===== src/rtl/le_if.sv =====
// Bus interface for the registered logic unit: operand/select inputs plus result and status flags.
// sel is 3 bits wide when LE_EXT_OPS_EN is defined, 2 bits otherwise.
interface le_if #(
    parameter int unsigned WIDTH = 4
);
`ifdef LE_EXT_OPS_EN
    localparam int unsigned SEL_W = 3;
`else
    localparam int unsigned SEL_W = 2;
`endif

    logic             in_valid;
    logic [WIDTH-1:0] a;
    logic [WIDTH-1:0] b;
    logic [SEL_W-1:0] sel;
    logic [WIDTH-1:0] e;
    logic             out_valid;
    logic             zero;
    logic             ones;

    modport master (
        output in_valid, a, b, sel,
        input  e, out_valid, zero, ones
    );

    modport slave (
        input  in_valid, a, b, sel,
        output e, out_valid, zero, ones
    );
endinterface


===== src/rtl/le.sv =====
// Registered WIDTH-bit logic unit (AND/OR/XOR/NOT A) with valid strobe and zero/all-ones flags.
// Optional LE_EXT_OPS_EN adds the complemented forms NAND/NOR/XNOR/NOT B on sel[2].
module le #(
    parameter int unsigned WIDTH = 4
) (
    input  logic clk,
    input  logic rst,
    le_if.slave  bus
);
    logic [WIDTH-1:0] res_c;
    logic [WIDTH-1:0] e_q, e_d;
    logic             valid_q, valid_d;
    logic             zero_q, zero_d;
    logic             ones_q, ones_d;

    // Bitwise operation select; the fall-through case doubles as the guard against latching.
    always_comb begin
        res_c = ~bus.a;
`ifdef LE_EXT_OPS_EN
        case (bus.sel)
            3'b000:  res_c = bus.a & bus.b;
            3'b001:  res_c = bus.a | bus.b;
            3'b010:  res_c = bus.a ^ bus.b;
            3'b011:  res_c = ~bus.a;
            3'b100:  res_c = ~(bus.a & bus.b);
            3'b101:  res_c = ~(bus.a | bus.b);
            3'b110:  res_c = ~(bus.a ^ bus.b);
            default: res_c = ~bus.b;
        endcase
`else
        case (bus.sel)
            2'b00:   res_c = bus.a & bus.b;
            2'b01:   res_c = bus.a | bus.b;
            2'b10:   res_c = bus.a ^ bus.b;
            default: res_c = ~bus.a;
        endcase
`endif
    end

    // Flags derive from the same next-e value so they never disagree with e.
    always_comb begin
        e_d     = e_q;
        zero_d  = zero_q;
        ones_d  = ones_q;
        valid_d = 1'b0;
        if (bus.in_valid) begin
            e_d     = res_c;
            zero_d  = (res_c == '0);
            ones_d  = &res_c;
            valid_d = 1'b1;
        end
    end

    always_ff @(posedge clk) begin
        if (rst) begin
            e_q     <= '0;
            valid_q <= 1'b0;
            zero_q  <= 1'b1;
            ones_q  <= 1'b0;
        end else begin
            e_q     <= e_d;
            valid_q <= valid_d;
            zero_q  <= zero_d;
            ones_q  <= ones_d;
        end
    end

    assign bus.e         = e_q;
    assign bus.out_valid = valid_q;
    assign bus.zero      = zero_q;
    assign bus.ones      = ones_q;
endmodule


===== src/flat_wrapper.sv =====
// flat-port wrapper written by rule: the top's interface ports become plain ports
module le_flat 
#(
    parameter int unsigned WIDTH = 4
)
  (clk, rst, bus_in_valid, bus_a, bus_b, bus_sel, bus_e, bus_out_valid, bus_zero, bus_ones);
  le_if #(.WIDTH(WIDTH)) bus_i ();
  input  logic clk;
  input  logic rst;
  input wire logic [$bits(bus_i.in_valid)-1:0] bus_in_valid;
  input wire logic [$bits(bus_i.a)-1:0] bus_a;
  input wire logic [$bits(bus_i.b)-1:0] bus_b;
  input wire logic [$bits(bus_i.sel)-1:0] bus_sel;
  output wire logic [$bits(bus_i.e)-1:0] bus_e;
  output wire logic [$bits(bus_i.out_valid)-1:0] bus_out_valid;
  output wire logic [$bits(bus_i.zero)-1:0] bus_zero;
  output wire logic [$bits(bus_i.ones)-1:0] bus_ones;
  assign bus_i.in_valid = bus_in_valid;
  assign bus_i.a = bus_a;
  assign bus_i.b = bus_b;
  assign bus_i.sel = bus_sel;
  assign bus_e = bus_i.e;
  assign bus_out_valid = bus_i.out_valid;
  assign bus_zero = bus_i.zero;
  assign bus_ones = bus_i.ones;
  le #(.WIDTH(WIDTH)) u_core (.clk(clk), .rst(rst), .bus(bus_i));
endmodule

===== config.mk =====
export PLATFORM = sky130hd
export DESIGN_NAME = le_flat
export DESIGN_NICKNAME = d
export VERILOG_FILES = /design/src/rtl/le_if.sv /design/src/rtl/le.sv /design/src/flat_wrapper.sv
export SDC_FILE = /design/constraint.sdc
export NUM_CORES = 1
export LEC_CHECK = 0
export ABC_AREA = 1
export CAP_MARGIN = 0
export CORE_MARGIN = 2
export CORE_UTILIZATION = 38
export DETAILED_ROUTE_END_ITERATION = 10
export PLACE_DENSITY = 0.7
export SYNTH_ARGS = -nofsm -noshare
export SYNTH_HDL_FRONTEND = slang
export SYNTH_SLANG_ARGS = --single-unit

===== constraint.sdc =====
create_clock -name clk -period 1.1 [get_ports clk]
set_clock_uncertainty 0.2 [all_clocks]
set_input_delay 0.11 -clock clk [delete_from_list [all_inputs] [get_ports clk]]
set_output_delay 0.11 -clock clk [all_outputs]
set_load 0.005 [all_outputs]

# --- After elaboration in Yosys (flattened, before gate mapping) ---
# Cells that the tools add are included.
totals:
  reg_bits: 7
  input_bits: 13
  word_cells: 15
op_classes:
  eq_ne: 2
  mux: 2
  n_bitwise: 4
  n_reduce_logical: 3
op_table:
  columns: ["operator", "count"]
  rows:
  - ["$pmux W4 S3", 1]
  - ["$and A4 B4 Y4", 1]
  - ["$logic_not A4 Y1", 1]
  - ["$not A4 Y4", 1]
  - ["$or A4 B4 Y4", 1]
  - ["$reduce_and A4 Y1", 1]
  - ["$xor A4 B4 Y4", 1]
  - ["$eq A2 B1 Y1 const B", 1]
  - ["$eq A2 B2 Y1 const B", 1]
  - ["$logic_not A2 Y1", 1]
  - ["$mux W1", 1]

# --- Longest topological paths before layout ---
# Gate-level depths: netlist of run 1.
depth:
  ltp_word: 3
  depth_mapped: 9
  mapped_depth_nobuf: 9

# --- Least setup slack after synthesis of run 1 ---
# No wires, ideal clock.
synth_path:
  path_kind: "input port to flip-flop"
  from: "input port bus_b[2]"
  to: "register u_core.ones_q, in the netlist u_core.bus.ones"
  setup_ps: 115
  arrival_time_ps: 861
  required_time_ps: 785
  path_slack_ps: -76
  path_stages: 8
  n_path_buf: 0
  cell_sequence: "inv_1 -> ha_1 -> o21ai_0 -> nand3_1 -> nand2_1 -> nor2_2 -> nand3_1 -> a21oi_2"
synth_via:
  elab_chain_len: 3
synth_rtl:
  columns: ["item", "line", "source"]
  rows:
  - ["start, declared", "flat_wrapper.sv:12", "input wire logic [$bits(bus_i.b)-1:0] bus_b;"]
  - ["$xor A4 B4 Y4 (tied with other cells)", "le.sv:34", "2'b10: res_c = bus.a ^ bus.b;"]
  - ["$pmux W4 S3 (*)", "le.sv:31", "case (bus.sel)"]
  - ["$reduce_and A4 Y1 (*)", "le.sv:49", "ones_d = &res_c;"]
  - ["end signal, assigned", "le.sv:64", "ones_q <= ones_d;"]
  - ["end, declared", "le.sv:14", "logic ones_q, ones_d;"]
# Mark *: on every way between the ends. The rest lies on a longest branch, timed or not.
# A chain may end at the register's enable or synchronous reset.

# --- Worst setup path after layout of run 1 ---
# Same ends and word-level chain as after synthesis.

==> parameters.txt, run 1 <==
Parameter                              Value

Status
  Status    finished clean

STA
  RSZ-0062 raised after global routing    yes
  Ratio of final minimum period to clock period    0.981
  Final setup fails    0
  Transition time of the tightest slew-check pin    0.187 ns
  Fmax achieved    927 MHz
  Final count of pins violating max slew    0
  Time the worst path needs with I/O delays and setup    1.08 ns
  Count of final hold-check violations    0
  Setup slack after layout    0.0208 ns
  Worst hold margin    approximately 0.17 ns
  Worst slew margin relative to its limit    0.875

GRT
  Number of global-route vias before repair    roughly 550
  Routing usage on met1    0.213
  Overflow left after global routing    0
  Combined global-route utilization of all metal layers    0.179
  GR Util met3    0.0696
  Pin count of the biggest net entering global routing    7
  Met2 track demand over resource in global routing    0.266
  Layer carrying the most global-route usage    met2
  Antenna violations before repair    0
  Global-route wire length before repair    between 2 and 2.5 mm

Finish
  Fraction of the core area covered by cells at the end of the flow    0.698
  Final antenna diode count    0
  Final design area excluding fillers    920 sq um
  Most frequent standard cell in the layout excluding fill and tap cells    sky130_fd_sc_hd__buf_4
  Number of nets at the end of the flow    136
  Leading cell types in the layout, fill and taps excluded    sky130_fd_sc_hd__buf_4 (17), sky130_fd_sc_hd__nand2_1 (9), sky130_fd_sc_hd__buf_2 (7), sky130_fd_sc_hd__clkbuf_2 (7)
  Proportion of layout cells with a drive suffix above 1    0.605
  Number of standard cells in the layout, taps in and fillers out    129
  Area growth syn-to-layout    70.5%

Route
  Routed vias    around 600
  Average wire per standard cell    around 10 um
  Residual antenna-violating net count after detailed routing    0
  Post-route DRC violation count    0
  Iter 0 DRT Violations    2
  Vias per cell    4.67
  Wirelength, routed    1.35 mm
  Drt first pass iters    4

Yosys
  Share of the synthesized area in compound gates (AO/OA/AOI/OAI)    0.0998
  Fraction of the yosys area taken by sequential cells    0.260
  Net Count, Synth    97
  Mux contribution to synthesized area    0
  Syn Inst Count    76
  Synth Warn #    0
  Post-synthesis cell type count    17
  Basic-gate share of the synthesized area counting and, or, nand and nor cells    0.323
  Flops & latches, synth    7
  Combinational family with the most area after synthesis    simple AND/OR/NAND/NOR gates
  Mean instance size in the synthesized netlist    between 7 and 8 sq um
  Post-synthesis instance area    approximately 540 sq um
  Xor-xnor portion of the synthesized cell area    0
  Fraction of the mapped netlist area in adder cells    0.186

Min path
  Worst hold path type    in2reg

Power and ir drop
  Fraction of power consumed by combinational cells    0.341
  Internal portion of total power    between 0.5 and 0.6 mW
  Maximum VDD drop    0.515 mV
  Part of the total power dissipated in the clock network    0.308
  Switch share    0.311
  Switching power    ~0.25 mW
  Reg power frac    0.351
  Power per unit of standard cell area    865 nW/um^2
  Lkg Pwr    around 0.47 nW

Critical path
  Arrival time worst endpoint    1.08 ns
  Launching element type of the critical path    input port
  Worst path top cell family by delay    simple AND/OR/NAND/NOR gates
  Critical path cell sequence    buf_4 -> inv_8 -> ha_4 -> o21ai_1 -> nand3_2 -> nand2_2 -> nor2_2 -> nand3_1 -> a21oi_2
  Cell with the biggest individual delay on the critical path    sky130_fd_sc_hd__ha_4
  Critical path buffers and inverters    2
  CP max stage delay    0.24 ns
  Worst EP required    approximately 1.1 ns
  Kind of critical path    in2reg
  Critical path fanouts, max    2
  Critical path capture point type    flop

Place
  Setup WS pre-CTS    -0.739 ns
  Port buffer count    19
  Placer congestion estimate    0.747
  Half-perimeter wire length after detailed placement    approximately 970 um
  Placed Cells    122
  Area after DPL    907 sq um

Floorplanning
  Standard cell core area    1320 sq um
  Total I/O pin count    20
  Full die area    1740 sq um
  Starting Density    0.409
  Die height    41.7 um
  Floorplan row count    13
  Width of the die    roughly 42 um

CTS
  Cts hold-fix bufs    0
  Total clock sinks    7
  Depth of the CTS H-tree    1
  Worst-Skew Late Latency    between 0.2 and 0.3 ns
  Clock slew at reported path FFs    approximately 0.05 ns
  TritonCTS Buffers    3
  Maximum root-to-sink buffer count    2
  Library cell used as clock root buffer    sky130_fd_sc_hd__clkbuf_4
  Clock tree from TritonCTS    done

Flow run
  Number of max-cap violations    0
## power by group through the flow
stage,Clock (mW),Sequential (mW),Combinational (mW)
2_1_floorplan,0,0.285,0.116
3_3_place_gp,0,0.282,0.265
3_5_place_dp,0,0.283,0.271
4_1_cts,0.249,0.278,0.263
5_1_grt,0.272,0.281,0.301
6_report,0.245,0.279,0.272
## area by class of cell
type | count | area, sq um
Multi-Input combinational cell | 51 | 405
Fill cell | 116 | 398
Timing Repair Buffer | 35 | 240
Sequential cell | 7 | 145
Inverter | 17 | 83.8
Clock buffer | 4 | 26.3
Tap cell | 15 | 18.8
## routing by layer
| layer | wire length, um | up-vias |
|---|---|---|
| met1 | 568 | 264 |
| li1 | - | 321 |
| met4 | 14 | 0 |
| met2 | 693 | 16 |
| met3 | 74 | 2 |
| met5 | 0 | - |
## final timing paths
path                          end  cells after the start  slack, ns             from
hold / removal    u_core.bus.e[2]                      7       0.17         bus_a[2]
hold reg to reg   u_core.bus.ones                      2       0.26  u_core.bus.ones
setup reg to reg  u_core.bus.e[2]                      4       0.15  u_core.bus.e[2]
setup / recovery  u_core.bus.ones                      9       0.02         bus_b[2]
## tightest hold or removal path: stages
cell	delay (ns)
sky130_fd_sc_hd__buf_4	0.11
sky130_fd_sc_hd__buf_4	0.11
sky130_fd_sc_hd__nand2_1	0.06
sky130_fd_sc_hd__nand2_2	0.08
sky130_fd_sc_hd__nor2_2	0.05
sky130_fd_sc_hd__inv_1	0.04
sky130_fd_sc_hd__a21oi_1	0.05
## logic make-up after synthesis
group / count (synthesis)
AO/OA/AOI/OAI: 10
flip-flops: 7
adder cells (fa/ha/maj): 8
buffers and inverters: 18
AND/OR/NAND/NOR: 33
## through the flow
stage	setup TNS, ns	power, mW
6_report	0	0.795
2_1_floorplan	-0.0351	0.401
3_5_place_dp	-3.79	0.554
4_1_cts	-0.0402	0.790
5_1_grt	-0.0808	0.854
3_3_place_gp	-3.64	0.547
## flip-flops by register name (all words and copies together), names as in the netlist
register	count
u_core.bus.zero	1
u_core.bus.ones	1
u_core.bus.out_valid	1
u_core.bus.e	4
## cell usage after synthesis
| cell | number | area [sq um] |
|---|---|---|
| sky130_fd_sc_hd__nor2_2 | 2 | 12.5 |
| sky130_fd_sc_hd__nand4_1 | 2 | 12.5 |
| sky130_fd_sc_hd__nor2_1 | 4 | 15.0 |
| sky130_fd_sc_hd__a21oi_2 | 1 | 8.76 |
| sky130_fd_sc_hd__a21oi_1 | 4 | 20.0 |
| sky130_fd_sc_hd__buf_4 | 1 | 7.51 |
| sky130_fd_sc_hd__o21ai_0 | 5 | 25.0 |
| sky130_fd_sc_hd__nor3_2 | 1 | 10.0 |
| sky130_fd_sc_hd__dfxtp_1 | 7 | 140 |
| sky130_fd_sc_hd__nand3_2 | 1 | 10.0 |
| sky130_fd_sc_hd__nor2_4 | 1 | 11.3 |
| sky130_fd_sc_hd__nand3_1 | 7 | 35.0 |
| sky130_fd_sc_hd__ha_1 | 8 | 100 |
| sky130_fd_sc_hd__inv_1 | 17 | 63.8 |
| sky130_fd_sc_hd__nand3b_1 | 1 | 7.51 |
| sky130_fd_sc_hd__nand3b_2 | 1 | 11.3 |
| sky130_fd_sc_hd__nand2_1 | 13 | 48.8 |
## repair_timing
action,4_1_cts,5_1_grt
setup endpoints to repair,13,12
setup buffers,0,2
pin swaps,13,14
gates resized for setup,54,32
gates cloned,1,0
Power figures use the tool's default switching activity.
==> run 2, diff against run 1 <==
- CORE_AREA: not set -> 2 2 39 41
- CORE_MARGIN: 2 -> not set
- CORE_UTILIZATION: 38 -> not set
- DIE_AREA: not set -> 0 0 41 43
- DONT_BUFFER_PORTS: not set -> 1
- PLACE_DENSITY: 0.7 -> 0.54
- SLEW_MARGIN: not set -> 20
==> run 2 against run 1 <==
  * The run now ends with hold timing left
  * Critical path depth is 5 lower
  * Global-route usage is 3.5 points lower
  * Total power is 17% lower
  * Combinational power is 47% lower
  * Wire length is 23% lower
  * Final cell count is 22% lower
  * Utilization is 20 points lower
  * Critical path type unchanged
  * Largest cell class unchanged
==> parameters.txt, run 2 (synthesized netlist as in run 1, its figures left out) <==
Parameter                              Value

Critical path
  Register-to-register setup slack    0.27 ns (was 0.15 ns)
  Critical path fanouts, max    6 (was 2)
  CP max stage delay    0.62 ns (was 0.24 ns)
  Worst EP required    1.08 ns (was 1.10 ns)
  Startpoint of the lowest-slack register-to-register path    u_core.bus.e[3] (was u_core.bus.e[2])
  Kind of critical path    in2reg (unchanged)
  Launching element type of the critical path    input port (unchanged)
  Cell with the biggest individual delay on the critical path    sky130_fd_sc_hd__dlygate4sd3_1 (was sky130_fd_sc_hd__ha_4)
  Arrival time worst endpoint    1.03 ns (was 1.08 ns)
  Critical path capture point type    flop (unchanged)
  Crit path from    bus_in_valid (was bus_b[2])
  Critical path cell sequence    inv_1 -> dlygate4sd3_1 -> nand2_1 -> a21oi_1 (was buf_4 -> inv_8 -> ha_4 -> o21ai_1 -> nand3_2 -> nand2_2 -> nor2_2 -> nand3_1 -> a21oi_2)

Finish
  FILL cells    138 (was 116)
  Most frequent standard cell in the layout excluding fill and tap cells    sky130_fd_sc_hd__nand2_1 (was sky130_fd_sc_hd__buf_4)
  Area occupied by registers    140 sq um (was 145 sq um)
  Proportion of layout cells with a drive suffix above 1    0.262 (was 0.605)
  Final antenna diode count    0 (unchanged)
  Multi-input logic area    379 sq um (was 405 sq um)
  Area growth syn-to-layout    28.3% (was 70.5%)
  Leading cell types in the layout, fill and taps excluded    sky130_fd_sc_hd__nand2_1 (13), sky130_fd_sc_hd__inv_1 (11), sky130_fd_sc_hd__dfxtp_1 (7) (was sky130_fd_sc_hd__buf_4 (17), sky130_fd_sc_hd__nand2_1 (9), sky130_fd_sc_hd__buf_2 (7), sky130_fd_sc_hd__clkbuf_2 (7))
  Number of flip-flops in the largest register    4 (unchanged)
  Number of nets at the end of the flow    106 (was 136)

STA
  Count of final hold-check violations    5 (was 0)
  Transition time of the tightest slew-check pin    0.196 ns (was 0.187 ns)
  Post-route setup TNS    0 ns (unchanged)
  Fmax achieved    956 MHz (was 927 MHz)
  RSZ-0062 raised after global routing    no (was yes)
  Worst hold margin    -0.256 ns (was 0.172 ns)
  Final count of pins violating max slew    0 (unchanged)
  Final setup fails    0 (unchanged)
  Worst slew margin relative to its limit    0.869 (was 0.875)
  Time the worst path needs with I/O delays and setup    1.05 ns (was 1.08 ns)
  Ratio of final minimum period to clock period    0.951 (was 0.981)

Status
  Status    complete, but fails checks (was finished clean)
  Violated checks    hold timing

GRT
  Combined global-route utilization of all metal layers    0.144 (was 0.179)
  Pin count of the biggest net entering global routing    10 (was 7)
  Overflow left after global routing    0 (unchanged)
  Antenna violations before repair    0 (unchanged)
  Global-route wire length before repair    1.74 mm (was 2.30 mm)
  Number of global-route vias before repair    435 (was 546)

Route
  Post-route DRC violation count    0 (unchanged)
  Highest metal layer with signal wires    met4 (unchanged)
  Wirelength, routed    1.03 mm (was 1.35 mm)
  DR WL met2    489 um (was 693 um)
  Drt first pass iters    4 (unchanged)
  Average wire per standard cell    10.3 um (was 10.5 um)
  Routed vias    492 (was 603)
  Vias per cell    4.92 (was 4.67)
  Residual antenna-violating net count after detailed routing    0 (unchanged)
  Wire length on met1    459 um (was 568 um)
  Iter 0 DRT Violations    4 (was 2)
  Length of routed met3 wiring    58 um (was 74 um)

Floorplanning
  Width of the die    41 um (was 41.7 um)
  Die height    43 um (was 41.7 um)
  Standard cell core area    1380 sq um (was 1320 sq um)
  Total I/O pin count    20 (unchanged)
  Starting Density    0.390 (was 0.409)
  Floorplan row count    14 (was 13)
  Full die area    1760 sq um (was 1740 sq um)

Place
  Half-perimeter wire length after detailed placement    862 um (was 970 um)
  Port buffer count    0 (was 19)
  Placer congestion estimate    0.666 (was 0.747)

Power and ir drop
  Total Power    0.656 mW (was 0.795 mW)
  Lkg Pwr    0.331 nW (was 0.471 nW)
  Power per unit of standard cell area    949 nW/um^2 (was 865 nW/um^2)
  Maximum VDD drop    0.239 mV (was 0.515 mV)

CTS
  Total clock sinks    7 (unchanged)
  TritonCTS Buffers    3 (unchanged)
  Library cell used as clock root buffer    sky130_fd_sc_hd__clkbuf_4 (unchanged)
  Maximum root-to-sink buffer count    2 (unchanged)
  Clock tree from TritonCTS    done (unchanged)
  Worst-Skew Late Latency    0.25 ns (was 0.26 ns)
  Clock slew at reported path FFs    0.05 ns (about the same)
  Depth of the CTS H-tree    1 (unchanged)
  Number of cells upsized or downsized after cts    0 (was 54)

Min path
  Worst hold path type    in2reg (unchanged)
  Launch point of the worst hold path    bus_in_valid (was bus_a[2])

Flow run
  Number of max-cap violations    0 (unchanged)
## run 2: changes by cell type in the layout (fill, tap and decap cells not counted), sizes merged
cell	before	now
buf	26	2
clkbuf	11	4
clkdlybuf4s50	2	0
dlygate4sd3	0	3
## run 2: cell type report
type / instances / share of cell area
Multi-Input combinational cell: 51 / 0.548
Timing Repair Buffer: 5 / 0.0651
Tap cell: 16 / 0.0289
Sequential cell: 7 / 0.203
Inverter: 17 / 0.118
Clock buffer: 4 / 0.0380
## run 2: timing repair
item / CTS / global route
endpoints found under the setup margin: 0 / 0
hold endpoints to repair: 7 / 4
hold buffers: 2 / 1
buffers inserted: 0 / 0
## run 2: power by group
part | total [mW] | switching (mW) | internal (mW)
Clock | 0.230 | 0.0920 | 0.138
Combinational | 0.144 | 0.0725 | 0.0718
Sequential | 0.282 | 0.0105 | 0.271
Total | 0.656 | 0.175 | 0.481
## run 2: critical path, delay by kind of cell
kind | cells | cell delay (ns)
compound gates | 1 | 0.12
buf+inv | 2 | 0.74
simple gates | 1 | 0.06
## run 2: through the flow
| step | instance area, sq um | utilization | hold WS [ns] | instances | setup slack, ns |
|---|---|---|---|---|---|
| after global placement | 636 | 0.459 | -0.0265 | 93 | -0.0815 |
| final | 692 | 0.500 | -0.256 | 100 | 0.0540 |
| after CTS | 682 | 0.493 | -0.247 | 99 | 0.0383 |
| after detailed placement | 636 | 0.459 | -0.0248 | 93 | -0.105 |
| after global routing | 692 | 0.500 | -0.258 | 100 | 0.00478 |
| after floorplan | 608 | - | -0.0276 | 76 | -0.0351 |
## run 2: layer usage
metal | global-route usage | vias up
met2 | 0.219 | 15
met3 | 0.0471 | 5
met1 | 0.159 | 211
met5 | 0 | -
li1 | - | 261
met4 | 0.100 | 0
## run 2: final timing paths
path,to,cells past startpoint
hold reg to reg,u_core.bus.e[2],2
setup / recovery,u_core.bus.e[2],4
setup reg to reg,u_core.bus.e[3],2
hold / removal,u_core.bus.e[1],1
